File: config.mk
export PLATFORM = sky130hd
export DESIGN_NAME = cdb_arbiter
export DESIGN_NICKNAME = d
export VERILOG_FILES = /design/src/rtl/cdb_arbiter.sv
export SDC_FILE = /design/constraint.sdc
export NUM_CORES = 1
export LEC_CHECK = 0
export BUFFER_PORTS_ARGS = -buffer_cell sky130_fd_sc_hd__buf_4
export CELL_PAD_IN_SITES_DETAIL_PLACEMENT = 1
export CELL_PAD_IN_SITES_GLOBAL_PLACEMENT = 2
export CORE_MARGIN = 3
export CORE_UTILIZATION = 39
export CTS_BUF_LIST = sky130_fd_sc_hd__clkbuf_2 sky130_fd_sc_hd__clkbuf_4 sky130_fd_sc_hd__clkbuf_8
export CTS_CLUSTER_SIZE = 10
export DETAILED_ROUTE_END_ITERATION = 7
export PLACE_DENSITY_LB_ADDON = 0.1
export SLEW_MARGIN = 40
export SYNTH_ARGS = -nofsm -noshare
export SYNTH_HDL_FRONTEND = slang
export SYNTH_SLANG_ARGS = --single-unit
File: constraint.sdc
create_clock -name clk_i -period 9.6 [get_ports clk_i]
set_clock_uncertainty 0.1 [all_clocks]
set_input_delay 1.92 -clock clk_i [delete_from_list [all_inputs] [get_ports clk_i]]
set_output_delay 1.92 -clock clk_i [all_outputs]
set_load 0.1 [all_outputs]
File: src/rtl/cdb_arbiter.sv
// Result broadcast arbiter: per-producer FIFOs (ALU, LSB) round-robin granted onto a registered CDB.
// Optional statistics outputs (conflict_cnt_o, busy_cnt_o) are enabled by defining CDB_ARB_STATS_EN.
module cdb_arbiter #(
   parameter int FIFO_DEPTH = 2,
   parameter int ROB_ID_W   = 5
) (
   input  logic                clk_i,
   input  logic                rst_i,
   input  logic                rdy_i,
   input  logic                flush_i,
   input  logic                alu_valid_i,
   input  logic [31:0]         alu_res_i,
   input  logic [ROB_ID_W-1:0] alu_rob_id_i,
   input  logic                alu_jump_choice_i,
   input  logic [31:0]         alu_pc_i,
   output logic                alu_ready_o,
   input  logic                lsb_valid_i,
   input  logic [31:0]         lsb_res_i,
   input  logic [ROB_ID_W-1:0] lsb_rob_id_i,
   output logic                lsb_ready_o,
   output logic                cdb_valid_o,
   output logic                cdb_src_o,
   output logic [31:0]         cdb_res_o,
   output logic [ROB_ID_W-1:0] cdb_rob_id_o,
   output logic                cdb_jump_choice_o,
   output logic [31:0]         cdb_pc_o
`ifdef CDB_ARB_STATS_EN
   ,
   output logic [31:0]         conflict_cnt_o,
   output logic [31:0]         busy_cnt_o
`endif
);

   localparam int PTR_W = (FIFO_DEPTH > 1) ? $clog2(FIFO_DEPTH) : 1;
   localparam int CNT_W = $clog2(FIFO_DEPTH + 1);
   localparam logic [PTR_W-1:0] PTR_LAST = PTR_W'(FIFO_DEPTH - 1);
   localparam logic [CNT_W-1:0] CNT_FULL = CNT_W'(FIFO_DEPTH);
   localparam logic SRC_ALU = 1'b0;
   localparam logic SRC_LSB = 1'b1;

   function automatic logic [PTR_W-1:0] next_ptr(input logic [PTR_W-1:0] p);
      if (p == PTR_LAST) begin
         next_ptr = {PTR_W{1'b0}};
      end else begin
         next_ptr = p + PTR_W'(1);
      end
   endfunction

   logic [31:0]         alu_res_mem_q  [FIFO_DEPTH];
   logic [ROB_ID_W-1:0] alu_id_mem_q   [FIFO_DEPTH];
   logic                alu_jump_mem_q [FIFO_DEPTH];
   logic [31:0]         alu_pc_mem_q   [FIFO_DEPTH];
   logic [31:0]         lsb_res_mem_q  [FIFO_DEPTH];
   logic [ROB_ID_W-1:0] lsb_id_mem_q   [FIFO_DEPTH];

   logic [PTR_W-1:0]    alu_wr_q, alu_wr_d, alu_rd_q, alu_rd_d;
   logic [PTR_W-1:0]    lsb_wr_q, lsb_wr_d, lsb_rd_q, lsb_rd_d;
   logic [CNT_W-1:0]    alu_cnt_q, alu_cnt_d, lsb_cnt_q, lsb_cnt_d;
   logic                last_grant_q, last_grant_d;

   logic                cdb_valid_q, cdb_valid_d;
   logic                cdb_src_q, cdb_src_d;
   logic [31:0]         cdb_res_q, cdb_res_d;
   logic [ROB_ID_W-1:0] cdb_rob_id_q, cdb_rob_id_d;
   logic                cdb_jump_q, cdb_jump_d;
   logic [31:0]         cdb_pc_q, cdb_pc_d;

   logic alu_ne_s, lsb_ne_s, alu_push_s, lsb_push_s, grant_alu_s, grant_lsb_s;

   assign alu_ready_o = (alu_cnt_q != CNT_FULL);
   assign lsb_ready_o = (lsb_cnt_q != CNT_FULL);
   assign alu_ne_s    = (alu_cnt_q != {CNT_W{1'b0}});
   assign lsb_ne_s    = (lsb_cnt_q != {CNT_W{1'b0}});
   assign alu_push_s  = rdy_i & alu_valid_i & alu_ready_o;
   assign lsb_push_s  = rdy_i & lsb_valid_i & lsb_ready_o;

   assign cdb_valid_o       = cdb_valid_q;
   assign cdb_src_o         = cdb_src_q;
   assign cdb_res_o         = cdb_res_q;
   assign cdb_rob_id_o      = cdb_rob_id_q;
   assign cdb_jump_choice_o = cdb_jump_q;
   assign cdb_pc_o          = cdb_pc_q;

   // Round-robin grant: contention goes to the source not granted last time
   always_comb begin
      grant_alu_s = 1'b0;
      grant_lsb_s = 1'b0;
      if (rdy_i) begin
         if (alu_ne_s && lsb_ne_s) begin
            if (last_grant_q == SRC_LSB) begin
               grant_alu_s = 1'b1;
            end else begin
               grant_lsb_s = 1'b1;
            end
         end else begin
            grant_alu_s = alu_ne_s;
            grant_lsb_s = lsb_ne_s;
         end
      end else begin
         grant_alu_s = 1'b0;
         grant_lsb_s = 1'b0;
      end
   end

   // Next-state for FIFO bookkeeping and the broadcast register
   always_comb begin
      alu_wr_d     = alu_wr_q;
      alu_rd_d     = alu_rd_q;
      lsb_wr_d     = lsb_wr_q;
      lsb_rd_d     = lsb_rd_q;
      alu_cnt_d    = alu_cnt_q;
      lsb_cnt_d    = lsb_cnt_q;
      last_grant_d = last_grant_q;
      cdb_valid_d  = cdb_valid_q;
      cdb_src_d    = cdb_src_q;
      cdb_res_d    = cdb_res_q;
      cdb_rob_id_d = cdb_rob_id_q;
      cdb_jump_d   = cdb_jump_q;
      cdb_pc_d     = cdb_pc_q;

      if (rdy_i) begin
         if (alu_push_s) begin
            alu_wr_d = next_ptr(alu_wr_q);
         end else begin
            alu_wr_d = alu_wr_q;
         end
         if (lsb_push_s) begin
            lsb_wr_d = next_ptr(lsb_wr_q);
         end else begin
            lsb_wr_d = lsb_wr_q;
         end

         case ({alu_push_s, grant_alu_s})
            2'b10:   alu_cnt_d = alu_cnt_q + CNT_W'(1);
            2'b01:   alu_cnt_d = alu_cnt_q - CNT_W'(1);
            default: alu_cnt_d = alu_cnt_q;
         endcase
         case ({lsb_push_s, grant_lsb_s})
            2'b10:   lsb_cnt_d = lsb_cnt_q + CNT_W'(1);
            2'b01:   lsb_cnt_d = lsb_cnt_q - CNT_W'(1);
            default: lsb_cnt_d = lsb_cnt_q;
         endcase

         if (grant_alu_s) begin
            alu_rd_d     = next_ptr(alu_rd_q);
            last_grant_d = SRC_ALU;
            cdb_valid_d  = 1'b1;
            cdb_src_d    = SRC_ALU;
            cdb_res_d    = alu_res_mem_q[alu_rd_q];
            cdb_rob_id_d = alu_id_mem_q[alu_rd_q];
            cdb_jump_d   = alu_jump_mem_q[alu_rd_q];
            cdb_pc_d     = alu_pc_mem_q[alu_rd_q];
         end else if (grant_lsb_s) begin
            lsb_rd_d     = next_ptr(lsb_rd_q);
            last_grant_d = SRC_LSB;
            cdb_valid_d  = 1'b1;
            cdb_src_d    = SRC_LSB;
            cdb_res_d    = lsb_res_mem_q[lsb_rd_q];
            cdb_rob_id_d = lsb_id_mem_q[lsb_rd_q];
            cdb_jump_d   = 1'b0;
            cdb_pc_d     = 32'h0000_0000;
         end else begin
            cdb_valid_d  = 1'b0;
         end
      end else begin
         cdb_valid_d = cdb_valid_q;
      end
   end

   // Control and broadcast registers; flush clears exactly like reset
   always_ff @(posedge clk_i) begin
      if (rst_i || flush_i) begin
         alu_wr_q     <= {PTR_W{1'b0}};
         alu_rd_q     <= {PTR_W{1'b0}};
         lsb_wr_q     <= {PTR_W{1'b0}};
         lsb_rd_q     <= {PTR_W{1'b0}};
         alu_cnt_q    <= {CNT_W{1'b0}};
         lsb_cnt_q    <= {CNT_W{1'b0}};
         last_grant_q <= SRC_LSB;
         cdb_valid_q  <= 1'b0;
         cdb_src_q    <= 1'b0;
         cdb_res_q    <= 32'h0000_0000;
         cdb_rob_id_q <= {ROB_ID_W{1'b0}};
         cdb_jump_q   <= 1'b0;
         cdb_pc_q     <= 32'h0000_0000;
      end else begin
         alu_wr_q     <= alu_wr_d;
         alu_rd_q     <= alu_rd_d;
         lsb_wr_q     <= lsb_wr_d;
         lsb_rd_q     <= lsb_rd_d;
         alu_cnt_q    <= alu_cnt_d;
         lsb_cnt_q    <= lsb_cnt_d;
         last_grant_q <= last_grant_d;
         cdb_valid_q  <= cdb_valid_d;
         cdb_src_q    <= cdb_src_d;
         cdb_res_q    <= cdb_res_d;
         cdb_rob_id_q <= cdb_rob_id_d;
         cdb_jump_q   <= cdb_jump_d;
         cdb_pc_q     <= cdb_pc_d;
      end
   end

   // FIFO payload storage; a push coinciding with reset or flush is dropped
   always_ff @(posedge clk_i) begin
      if (!rst_i && !flush_i) begin
         if (alu_push_s) begin
            alu_res_mem_q[alu_wr_q]  <= alu_res_i;
            alu_id_mem_q[alu_wr_q]   <= alu_rob_id_i;
            alu_jump_mem_q[alu_wr_q] <= alu_jump_choice_i;
            alu_pc_mem_q[alu_wr_q]   <= alu_pc_i;
         end
         if (lsb_push_s) begin
            lsb_res_mem_q[lsb_wr_q]  <= lsb_res_i;
            lsb_id_mem_q[lsb_wr_q]   <= lsb_rob_id_i;
         end
      end
   end

`ifdef CDB_ARB_STATS_EN
   logic [31:0] conflict_cnt_q, busy_cnt_q;

   assign conflict_cnt_o = conflict_cnt_q;
   assign busy_cnt_o     = busy_cnt_q;

   // Saturating activity counters; survive flush, cleared only by reset
   always_ff @(posedge clk_i) begin
      if (rst_i) begin
         conflict_cnt_q <= 32'h0000_0000;
         busy_cnt_q     <= 32'h0000_0000;
      end else if (rdy_i) begin
         if (alu_ne_s && lsb_ne_s && (conflict_cnt_q != 32'hFFFF_FFFF)) begin
            conflict_cnt_q <= conflict_cnt_q + 32'd1;
         end
         if (cdb_valid_q && (busy_cnt_q != 32'hFFFF_FFFF)) begin
            busy_cnt_q <= busy_cnt_q + 32'd1;
         end
      end
   end
`endif

endmodule

Yosys cells after proc, flatten, opt, wreduce, memory -nomap -nowiden
Memory sizes are Yosys's and may differ from the RTL's. A register that Yosys moved wholly into a read port is not among the register bits.
Index checks and enable logic that the tools add are counted.
W data, S select, Z words.
{"block": "op_classes", "n_addsub": 8, "mul": 0, "n_div": 0, "n_lt_le_gt_ge": 0, "n_eq_ne": 6, "n_shift": 0, "muxes": 42, "n_bitwise": 5, "reduce_logical": 17}
{"operator": "$mux W32", "n": 4}
{"operator": "$mux W1", "n": 34}
{"operator": "$reduce_and A2 Y1", "n": 6}
{"operator": "$mux W5", "n": 2}
{"operator": "$reduce_bool A2 Y1", "n": 5}
{"operator": "$pmux W2 S2", "n": 2}
{"operator": "$add A1 B1 Y1 const B", "n": 4}
{"operator": "$add A2 B1 Y2 const B", "n": 2}
{"operator": "$and A1 B1 Y1", "n": 4}
{"operator": "$eq A2 B1 Y1 const B", "n": 2}
{"operator": "$eq A2 B2 Y1 const B", "n": 2}
{"operator": "$ne A2 B2 Y1 const B", "n": 2}
{"operator": "$sub A2 B1 Y2 const B", "n": 2}
{"operator": "$reduce_and A3 Y1", "n": 1}
{"operator": "$logic_and A1 B1 Y1", "n": 2}
{"operator": "$logic_not A1 Y1", "n": 2}
{"operator": "$logic_or A1 B1 Y1", "n": 1}
{"operator": "$not A1 Y1", "n": 1}
{"block": "totals", "regBits": 81, "latch_bits": 0, "mem_bits_rw": 214, "rom_bits": 0, "output_inout_bits": 74, "word_cells": 97, "mem_count": 6}
{"name": "alu_pc_mem_q", "words": 2, "word_bits": 32, "read_ports": 1, "rd_clocked_by_memory_dff": 1, "write_ports": 1, "line": "52", "rtl": "logic [31:0] alu_pc_mem_q [FIFO_DEPTH];"}
{"name": "alu_res_mem_q", "words": 2, "word_bits": 32, "read_ports": 1, "rd_clocked_by_memory_dff": 1, "write_ports": 1, "line": "49", "rtl": "logic [31:0] alu_res_mem_q [FIFO_DEPTH];"}
{"name": "lsb_res_mem_q", "words": 2, "word_bits": 32, "read_ports": 1, "rd_clocked_by_memory_dff": 1, "write_ports": 1, "line": "53", "rtl": "logic [31:0] lsb_res_mem_q [FIFO_DEPTH];"}
{"name": "alu_id_mem_q", "words": 2, "word_bits": 5, "read_ports": 1, "rd_clocked_by_memory_dff": 1, "write_ports": 1, "line": "50", "rtl": "logic [ROB_ID_W-1:0] alu_id_mem_q [FIFO_DEPTH];"}
{"name": "lsb_id_mem_q", "words": 2, "word_bits": 5, "read_ports": 1, "rd_clocked_by_memory_dff": 1, "write_ports": 1, "line": "54", "rtl": "logic [ROB_ID_W-1:0] lsb_id_mem_q [FIFO_DEPTH];"}
{"name": "alu_jump_mem_q", "words": 2, "word_bits": 1, "read_ports": 1, "rd_clocked_by_memory_dff": 1, "write_ports": 1, "line": "51", "rtl": "logic alu_jump_mem_q [FIFO_DEPTH];"}

Logic depth before layout (Yosys ltp)
Gate-level depths: netlist of run 1.
{"block": "logic_depth", "word_depth": 8, "ltp_mapped": 9, "mapped_depth_nobuf": 7}

Least setup slack after synthesis of run 1
Ideal clock, no wire load.
{"block": "synth_path", "path_type": "input to register", "start": "input port flush_i", "end": "memory alu_id_mem_q[0][0], enable pin", "arrival_ns": 7.461, "slack_ns": 1.455, "path_stages": 5, "path_buffers": 3, "cell_sequence": "or2_1 > clkbuf_1 > clkbuf_1 > buf_1 > nor3_1"}
{"block": "synth_between", "elab_chain_cells": 4}
{"element": "from (decl)", "line": "10", "rtl": "input logic flush_i,"}
{"element": "$logic_not A1 Y1", "line": "205", "rtl": "if (!rst_i && !flush_i) begin"}
{"element": "$logic_and A1 B1 Y1", "line": "205"}
{"element": "$mux W1", "line": "205"}
{"element": "$mux W1 (not written as such)", "line": "208", "rtl": "alu_id_mem_q[alu_wr_q] <= alu_rob_id_i;"}
{"element": "to (decl)", "line": "50"}
Every way passes these cells.

Final worst setup path of run 1
{"block": "layout_path", "start": "register lsb_cnt_q[0]", "end": "output port lsb_ready_o"}
{"block": "layout_between", "elab_chain_cells": 1}
{"element": "from (decl)", "line": "58", "rtl": "logic [CNT_W-1:0] alu_cnt_q, alu_cnt_d, lsb_cnt_q, lsb_cnt_d;"}
{"element": "from (signal assigned)", "line": "178", "rtl": "lsb_cnt_q <= {CNT_W{1'b0}};"}
{"element": "from (signal assigned)", "line": "192", "rtl": "lsb_cnt_q <= lsb_cnt_d;"}
{"element": "$ne A2 B2 Y1", "line": "71", "rtl": "assign lsb_ready_o = (lsb_cnt_q != CNT_FULL);"}
{"element": "to (decl)", "line": "20", "rtl": "output logic lsb_ready_o,"}
Every way passes these cells.

==> impl_metrics.env, run 1 <==
export IMPL_grt_max_degree=71
export IMPL_clock_root_buffer="clkbuf_8"
export IMPL_clkTransAtPathRegs_ns=0.06
export IMPL_hold_viol_final=0
export IMPL_max_freq_mhz=266
export IMPL_clkLatencyLatePin_ns=0.55
export IMPL_io_buffers=186
export IMPL_hp_class="reg -> reg"
export IMPL_crit_path_end_kind="primary output"
export IMPL_antenna_found_initial=0
export IMPL_synth_warnings=0
export IMPL_io_pins=187
export IMPL_rr_endpoint="lsb_cnt_q[1]"
export IMPL_wl_per_cell_um=20.3
export IMPL_clock_sinks=297
export IMPL_worstMarginPinSlew_ns=0.764
export IMPL_initial_core_util_pct=40.1
export IMPL_p_total_w=0.00263
export IMPL_slew_viol_final=0
export IMPL_cp_start_kind="flip-flop"
export IMPL_cts_max_level=2
export IMPL_fp_dieH_um=173
export IMPL_synthTopCellsByCount="edfxtp_1 (214), dfxtp_1 (83), mux2_2 (70)"
export IMPL_synth_avg_cell_area_um2=16.5
export IMPL_path_max_fanout=7
export IMPL_std_cell_rows=60
export IMPL_gr_usage_all_layers_pct=16.9
export IMPL_r2r_slack_ns=7.01
export IMPL_area_delta_synth_final_pct=26.3
export IMPL_yosys_area_top_type="edfxtp_1"
export IMPL_synth_area_top_cells="edfxtp_1 (59%), dfxtp_1 (15%), mux2_2 (7.2%), mux2i_1 (3.4%), a221o_1 (3.3%)"
export IMPL_tritoncts="built"
export IMPL_synth_most_common_cell="edfxtp_1"
export IMPL_p_leak_nw=4.82
export IMPL_diodes=0
export IMPL_fillers=2709
export IMPL_worstSetupPathType="reg -> out"
export IMPL_drtAntennaViolNets=0
export IMPL_required_ns=7.58
export IMPL_regArea_um2=8100
export IMPL_finalSetupTns_ns=0
export IMPL_layoutNonFillerInstCount=1273
export IMPL_synth_area_um2=10900
export IMPL_max_clock_path_buffers=3
export IMPL_dp_hpwl_um=16300
export IMPL_r2r_start="lsb_cnt_q[0]"
export IMPL_cts_buffers=50
export IMPL_status="finished clean"
export IMPL_crit_start="lsb_cnt_q[0]"
export IMPL_layout_nets=975
export IMPL_overflow=0
export IMPL_place_inst=1179
export IMPL_num_vias=6544
export IMPL_post_cts_buffers=0
export IMPL_syn_nets=774
export IMPL_dr_pass1_iters=5
export IMPL_synth_edf_count=214
export IMPL_synth_distinct_cells=36
export IMPL_drt_total_wl_um=25900
export IMPL_fin_crit_ns=3.76
export IMPL_grt_pass1_wl_um=40300
export IMPL_drive_above_1_share_pct=41.3
export IMPL_drc=0
export IMPL_drtIter0Drc=344
export IMPL_die_area_um2=30000
export IMPL_irDropWorstVdd_uv=111
export IMPL_ys_ff_latch=297
export IMPL_ctsHoldBuffers=0
export IMPL_finalCritPeriodShare_pct=39.1
export IMPL_setup_viol=0
export IMPL_rsz0062_at_grt="false"
export IMPL_max_slew_margin_rel_pct=49.1
export IMPL_max_cap_violations=0
export IMPL_rr_worst_depth=9
export IMPL_p_per_area_nw_per_um2=191
export IMPL_grt_pass1_vias=7187
export IMPL_worstPathArrival_ns=1.74
export IMPL_yosysSeqAreaShare_pct=74.3
export IMPL_fp_dieW_um=173
export IMPL_multiInputGateArea_um2=2610
export IMPL_vias_per_cell=5.14
export IMPL_synthFlopType="edfxtp_1"
export IMPL_crit_path_end="lsb_ready_o"
export IMPL_place_congestion=0.719
export IMPL_cts_resized=0
export IMPL_yosysTopAreaCellShare_pct=59.0
export IMPL_synthArstFlopShare_pct=0
export IMPL_core_area_um2=27200
export IMPL_netlist_instances=659
## worst min path at each step
stage / slack (ns) / to / cells after the start / from
final: 0.38 / cdb_valid_o / 2 / cdb_valid_o
after global routing: 0.42 / cdb_res_o[29] / 1 / cdb_res_o[29]
after CTS: 0.39 / cdb_valid_o / 2 / cdb_valid_o
after detailed placement: 0.38 / cdb_res_o[29] / 1 / cdb_res_o[29]
after global placement: 0.37 / cdb_pc_o[19] / 2 / cdb_pc_o[19]
after floorplan: 0.37 / last_grant_q / 2 / last_grant_q
## state kept, by name, indices dropped and copies added, names as in the netlist, named ones only
signal	count
alu_pc_mem_q	64
alu_res_mem_q	64
lsb_res_mem_q	64
cdb_pc_o	32
cdb_res_o	32
alu_id_mem_q	10
lsb_id_mem_q	10
cdb_rob_id_o	5
alu_cnt_q	2
alu_jump_mem_q	2
lsb_cnt_q	2
alu_rd_q	1
alu_wr_q	1
cdb_jump_choice_o	1
cdb_src_o	1
cdb_valid_o	1
last_grant_q	1
lsb_rd_q	1
lsb_wr_q	1
## cells by family (layout without fill, tap and decap cells)
kind of cell               count (synthesis)  count (layout)  share of synthesized area, %
and+or+nand+nor                           99              99                          4.73
adders and majority gates                  2               2                         0.230
buffers and inverters                     55             297                          2.29
xor gates and xnor gates                   4               4                         0.322
AOI/OAI and AO/OA                         95              95                          7.51
DFF                                      297             297                          74.3
muxes                                    107             107                          10.6
## cells in the final DEF, fill, tap and decap left out, types with 2 or more instances in the layout
cell type,n
nand3_1,2
mux2i_1,37
or3_1,6
clkinv_2,11
buf_4,193
edfxtp_1,214
clkbuf_8,58
nor2_1,37
clkbuf_4,15
a21oi_1,11
a221o_1,36
a32oi_1,33
clkinvlp_4,2
xnor2_1,2
dfxtp_1,81
xor2_1,2
o21ai_0,7
dfxtp_4,2
nor4_1,37
nand2_1,3
clkinv_1,5
buf_8,2
ha_1,2
nor3_2,4
nor2b_1,2
buf_6,3
mux2_2,70
nand2b_1,3
inv_1,5
## report_power, final
| part | internal [W] | switching [W] |
|---|---|---|
| clock | 0.000640 | 0.000494 |
| combinational | 0.0000442 | 0.0000592 |
| sequential | 0.00139 | 0.00000562 |
## routing by layer
layer / GRT usage, % / vias up / part of all wire, %
li1: - / 3036 / -
met5: 0 / - / 0
met4: 5.14 / 0 / 2.3
met2: 29.5 / 175 / 50
met1: 21.0 / 3283 / 43
met3: 3.80 / 50 / 5.2
## per-stage QoR
| step | worst slack, ns | hold WS (ns) | util (%) | cell area [um2] |
|---|---|---|---|---|
| 4_1_cts | 5.80 | 0.390 | 50.6 | 13700 |
| 2_1_floorplan | 1.46 | 0.370 | - | 10900 |
| 3_3_place_gp | 5.60 | 0.366 | 46.5 | 12600 |
| 5_1_grt | 5.75 | 0.419 | 50.6 | 13800 |
| 3_5_place_dp | 5.54 | 0.379 | 46.7 | 12700 |
| 6_report | 5.84 | 0.383 | 50.6 | 13800 |
## critical path, cell delays in order (launching register included)
cell and delay [ns]:
dfxtp_1 0.60, nor2b_1 0.15, inv_1 0.14, buf_4 0.31
## cell type report
type | instances | share of cell area, %
inverters | 5 | 0.136
clock buffers | 73 | 6.62
clock inverters | 20 | 0.928
well taps | 372 | 3.38
repair buffers | 199 | 11.1
flip-flops and latches | 297 | 58.9
multi-input cells | 307 | 18.9
Power figures use the tool's default switching activity.
==> inputs of run 2 (changes only) <==
--- a/config.mk
+++ b/config.mk
@@ -9,7 +9,7 @@
 export CELL_PAD_IN_SITES_DETAIL_PLACEMENT = 1
 export CELL_PAD_IN_SITES_GLOBAL_PLACEMENT = 2
 export CORE_MARGIN = 3
-export CORE_UTILIZATION = 39
+export CORE_UTILIZATION = 37
 export CTS_BUF_LIST = sky130_fd_sc_hd__clkbuf_2 sky130_fd_sc_hd__clkbuf_4 sky130_fd_sc_hd__clkbuf_8
 export CTS_CLUSTER_SIZE = 10
 export DETAILED_ROUTE_END_ITERATION = 7
==> constraint.sdc (replaced) <==
create_clock -name clk_i -period 3.3 [get_ports clk_i]
set_clock_uncertainty 0.1 [all_clocks]
set_input_delay 0.66 -clock clk_i [delete_from_list [all_inputs] [get_ports clk_i]]
set_output_delay 0.66 -clock clk_i [all_outputs]
set_load 0.1 [all_outputs]
==> run 2 against run 1 <==
  * Global-route usage decreased by 0.26 points
  * Combinational power grew to 3.0 times the previous value
  * Clock power rose to 2.9 times the previous value
  * Non-clock buffer count increased by 3
  * Cell area rose by 0.60%
  * Total power grew to 2.9 times the previous value
  * Register-to-register slack worse by 6.1 ns
  * Critical endpoint is now alu_ready_o
  * Largest power group unchanged
  * Highest routed layer is now met5
==> impl_metrics.env, run 2 (synthesis gave the netlist of run 1 again) <==
export IMPL_cp_top_family="flip-flops"
export IMPL_place_congestion=0.716
export IMPL_fin_crit_ns=2.55
export IMPL_diodes=0
export IMPL_grt_max_degree=52
export IMPL_crit_path_end_kind="primary output"
export IMPL_fp_dieW_um=178
export IMPL_hold_viol_final=0
export IMPL_cts_max_level=2
export IMPL_grt_pass1_vias=7226
export IMPL_worstSetupPathType="reg -> out"
export IMPL_dp_hpwl_um=16500
export IMPL_worstPathArrival_ns=1.79
export IMPL_highest_layer="met5"
export IMPL_dp_slack_ns=0.796
export IMPL_drtAntennaViolNets=0
export IMPL_setup_viol=0
export IMPL_rr_worst_depth=5
export IMPL_rsz0062_at_grt="false"
export IMPL_finalCritPeriodShare_pct=77.4
export IMPL_clock_sinks=297
export IMPL_crit_path_max_incr_delay_ns=0.47
export IMPL_clock_root_buffer="clkbuf_8"
export IMPL_cts_resized=0
export IMPL_area_delta_synth_final_pct=27.1
export IMPL_vias_per_cell=5.09
export IMPL_irDropWorstVdd_uv=443
export IMPL_stdcell_area_um2=13800
export IMPL_critPathBufInv=2
export IMPL_grt_pass1_wl_um=40700
export IMPL_worstMarginPinSlew_ns=0.598
export IMPL_wl_per_cell_um=20.5
export IMPL_max_clock_path_buffers=3
export IMPL_mostFrequentLayoutCell="edfxtp_1"
export IMPL_die_area_um2=31500
export IMPL_final_core_util_pct=48.0
export IMPL_hp_class="in -> reg"
export IMPL_core_area_um2=28900
export IMPL_wl_met2_um=13000
export IMPL_whs_path_depth=1
export IMPL_drt_total_wl_um=26500
export IMPL_dr_wl_met3_um=1340
export IMPL_p_per_area_nw_per_um2=555
export IMPL_dr_pass1_iters=5
export IMPL_max_cap_violations=0
export IMPL_place_area_um2=12800
export IMPL_io_pins=187
export IMPL_drc=0
export IMPL_cpMaxStageDelayCell="dfxtp_1"
export IMPL_fin_hold_ws_ns=0.188
export IMPL_final_cell_mix="edfxtp_1 (214), buf_4 (198), dfxtp_1 (81)"
export IMPL_ctsHoldBuffers=0
export IMPL_cp_depth=3
export IMPL_wl_met1_um=11700
export IMPL_max_freq_mhz=392
export IMPL_clkLatencyLatePin_ns=0.56
export IMPL_r2r_start="lsb_cnt_q[0]"
export IMPL_fillers=2856
export IMPL_post_cts_buffers=0
export IMPL_drive_above_1_share_pct=41.8
export IMPL_num_vias=6574
export IMPL_slew_viol_final=0
export IMPL_required_ns=2.54
export IMPL_initial_core_util_pct=37.7
export IMPL_setup_ws_ns=0.747
export IMPL_multiInputGateArea_um2=2630
export IMPL_max_slew_margin_rel_pct=60.2
export IMPL_io_buffers=186
export IMPL_layout_nets=979
export IMPL_fp_dieH_um=178
export IMPL_reg_top3="alu_pc_mem_q: 64 flops, alu_res_mem_q: 64 flops, lsb_res_mem_q: 64 flops"
export IMPL_overflow=0
export IMPL_p_total_w=0.00767
export IMPL_path_max_fanout=7
export IMPL_crit_start="alu_cnt_q[1]"
export IMPL_clkTransAtPathRegs_ns=0.06
export IMPL_status="finished clean"
export IMPL_tritoncts="built"
export IMPL_crit_chain="nor2b_1, clkinvlp_4, buf_4"
export IMPL_std_cell_rows=62
export IMPL_regArea_um2=8090
export IMPL_min_from="lsb_res_i[21]"
export IMPL_antenna_found_initial=1
export IMPL_gr_usage_all_layers_pct=16.6
export IMPL_cts_buffers=51
export IMPL_p_leak_nw=4.86
export IMPL_drtIter0Drc=275
export IMPL_cp_start_kind="flip-flop"
## run 2: metal layers
layer / GRT usage (%) / up-vias
met4: 4.71 / 2
met1: 21.8 / 3312
met5: 0 / -
met3: 4.02 / 40
li1: - / 3046
met2: 27.7 / 174
## run 2: path summary, 6_finish.rpt
check | end | slack (ns)
hold / removal | lsb_res_mem_q[0][21] | 0.19
hold reg to reg | cdb_pc_o[4] | 0.39
setup reg to reg | lsb_id_mem_q[1][3] | 0.96
setup / recovery | alu_ready_o | 0.75
## run 2: power by group
| part | total [W] | switching (W) | internal (W) | leakage (nW) |
|---|---|---|---|---|
| Clock | 0.00332 | 0.00142 | 0.00190 | 0.556 |
| Sequential | 0.00405 | 0.0000151 | 0.00403 | 2.60 |
| Combinational | 0.000308 | 0.000177 | 0.000131 | 1.70 |
## run 2: area by class of cell
type,instances,share of cell area (%)
Clock buffer,81,6.84
Sequential cell,297,58.5
Clock inverter,15,0.723
Tap cell,384,3.47
Multi-Input combinational cell,307,19.0
Timing Repair Buffer,202,11.3
Inverter,5,0.163
## run 2: per-stage QoR
| stage | cells | setup TNS, ns |
|---|---|---|
| 6_report | 1291 | 0 |
| 5_1_grt | 1291 | 0 |
| 4_1_cts | 1291 | 0 |
| 3_5_place_dp | 1195 | 0 |
| 3_3_place_gp | 1195 | 0 |
| 2_1_floorplan | 659 | -46.46 |
## run 2: worst reg2reg max path, cell delays in order (launching register included)
cell     delay, ns
dfxtp_1       0.58
nor2b_1       0.14
inv_1         0.11
nand3_1       0.24
nor3_4        0.57
buf_12        0.28
==> inputs of run 3 (changes only) <==
--- a/config.mk
+++ b/config.mk
@@ -9,7 +9,7 @@
 export CELL_PAD_IN_SITES_DETAIL_PLACEMENT = 1
 export CELL_PAD_IN_SITES_GLOBAL_PLACEMENT = 2
 export CORE_MARGIN = 3
-export CORE_UTILIZATION = 37
+export CORE_UTILIZATION = 39
 export CTS_BUF_LIST = sky130_fd_sc_hd__clkbuf_2 sky130_fd_sc_hd__clkbuf_4 sky130_fd_sc_hd__clkbuf_8
 export CTS_CLUSTER_SIZE = 10
 export DETAILED_ROUTE_END_ITERATION = 7
==> constraint.sdc (replaced) <==
create_clock -name clk_i -period 2.5 [get_ports clk_i]
set_clock_uncertainty 0.1 [all_clocks]
set_input_delay 0.5 -clock clk_i [delete_from_list [all_inputs] [get_ports clk_i]]
set_output_delay 0.5 -clock clk_i [all_outputs]
set_load 0.1 [all_outputs]
==> run 3 against run 2 <==
  * Register-to-register slack got worse by 0.66 ns
  * Sequential share of layout area down 2.5 points
  * Cell area is 4.4% higher
  * Critical path depth unchanged
  * Combinational power grew 54%
  * Non-clock buffer count grew 53
  * Flip-flop and latch count unchanged
  * Largest cell class unchanged
  * Largest power group unchanged
==> impl_metrics.env, run 3 (synthesis gave the netlist of run 1 again) <==
export IMPL_status="finished clean"
export IMPL_clkLatencyLatePin_ns=0.56
export IMPL_rsz0062_at_grt="false"
export IMPL_num_vias=6803
export IMPL_max_freq_mhz=424
export IMPL_drt_total_wl_um=27300
export IMPL_final_cell_mix="edfxtp_1 (214), buf_4 (202), dfxtp_1 (81)"
export IMPL_antenna_found_initial=1
export IMPL_max_clock_path_buffers=3
export IMPL_p_leak_nw=5.13
export IMPL_dp_slack_ns=0.264
export IMPL_overflow=0
export IMPL_max_cap_violations=0
export IMPL_slew_viol_final=0
export IMPL_drive_above_1_share_pct=40.9
export IMPL_grt_pass1_wl_um=42000
export IMPL_io_pins=187
export IMPL_p_total_w=0.0104
export IMPL_drtAntennaViolNets=0
export IMPL_fp_dieW_um=173
export IMPL_area_delta_synth_final_pct=32.7
export IMPL_fin_hold_ws_ns=0.0407
export IMPL_initial_core_util_pct=40.1
export IMPL_drtIter0Drc=389
export IMPL_path_max_fanout=7
export IMPL_finalCritPeriodShare_pct=94.3
export IMPL_cp_start_kind="flip-flop"
export IMPL_clkTransAtPathRegs_ns=0.06
export IMPL_clock_sinks=297
export IMPL_cts_buffers=50
export IMPL_crit_path_end_kind="primary output"
export IMPL_dp_hpwl_um=17100
export IMPL_required_ns=1.90
export IMPL_fp_dieH_um=173
export IMPL_clock_root_buffer="clkbuf_8"
export IMPL_finalSetupTns_ns=0
export IMPL_setup_viol=0
export IMPL_whs_path_depth=1
export IMPL_worstSetupPathType="reg -> out"
export IMPL_reg_top3="alu_pc_mem_q: 64 flops, alu_res_mem_q: 64 flops, lsb_res_mem_q: 64 flops"
export IMPL_worstPathArrival_ns=1.76
export IMPL_die_area_um2=30000
export IMPL_vias_per_cell=5.11
export IMPL_core_area_um2=27200
export IMPL_io_buffers=186
export IMPL_grt_pass1_vias=7520
export IMPL_place_congestion=0.731
export IMPL_drc=0
export IMPL_max_slew_margin_rel_pct=63.9
export IMPL_dr_pass1_iters=4
export IMPL_worstMarginPinSlew_ns=0.541
export IMPL_tritoncts="built"
export IMPL_cts_max_level=2
export IMPL_hp_class="in -> reg"
export IMPL_grt_max_degree=46
export IMPL_fillers=2612
export IMPL_std_cell_rows=60
export IMPL_hold_viol_final=0
export IMPL_fin_crit_ns=2.36
export IMPL_layout_nets=1031
export IMPL_mostFrequentLayoutCell="edfxtp_1"
export IMPL_gr_usage_all_layers_pct=17.7
export IMPL_p_per_area_nw_per_um2=717
export IMPL_setup_ws_ns=0.142
export IMPL_post_cts_buffers=0
export IMPL_irDropWorstVdd_uv=375
export IMPL_rr_worst_depth=7
export IMPL_wl_per_cell_um=20.5
## run 3: changes by cell type in the layout (fill, tap and decap cells not counted), moves of 2 or more
cell           delta
buf_12            +3
buf_4             +4
clkbuf_4          -6
clkbuf_8          +9
clkinv_1          -4
clkinv_2          +2
clkinvlp_4        -2
dlygate4sd3_1    +46
nor2b_1           -2
## run 3: stage by stage
step / cells / util, % / cell area, um2
3_3_place_gp: 1190 / 47.4 / 12900
3_5_place_dp: 1190 / 47.4 / 12900
4_1_cts: 1326 / 53.0 / 14400
6_report: 1331 / 53.2 / 14500
2_1_floorplan: 659 / - / 11000
5_1_grt: 1331 / 53.2 / 14500
## run 3: power breakdown
part	internal (W)	leakage (nW)	switching, W
Sequential	0.00532	2.60	0.0000203
Clock	0.00268	0.594	0.00186
Combinational	0.000225	1.94	0.000250
## run 3: critical path, cell delays in order (launching register included)
cell        delay, ns
dfxtp_1          0.56
nor2b_4          0.27
clkinvlp_4       0.13
buf_4            0.24
## run 3: repair_timing
action,CTS,global route
hold buffers,42,4
endpoints found under the setup margin,0,1
hold endpoints to repair,78,8
resized for setup,0,1
## run 3: final cells by class
type                       count  area (um2)  share of cell area, %
sequential                   297        8090                   56.0
tap                          372         465                   3.22
clock inverter                10        72.6                  0.502
inverter                       5        26.3                  0.182
multi-input combinational    307        2650                   18.4
timing repair buffer         255        2120                   14.6
antenna                        1        2.50                 0.0173
clock buffer                  84        1020                   7.09
## run 3: worst paths after layout
path / start / end / slack (ns)
min reg2reg: cdb_valid_o / cdb_valid_o / 0.38
min: alu_res_i[16] / alu_res_mem_q[0][16] / 0.04
max reg2reg: lsb_cnt_q[0] / lsb_cnt_q[1] / 0.30
max: lsb_cnt_q[1] / lsb_ready_o / 0.14
## run 3: routing by layer
metal | global-route usage, % | share of wire (%) | wire, um
met5 | 0 | 0 | 0
met4 | 5.00 | 1.8 | 493
met3 | 3.82 | 4.9 | 1350
met2 | 30.6 | 50 | 13600
met1 | 22.6 | 43 | 11800
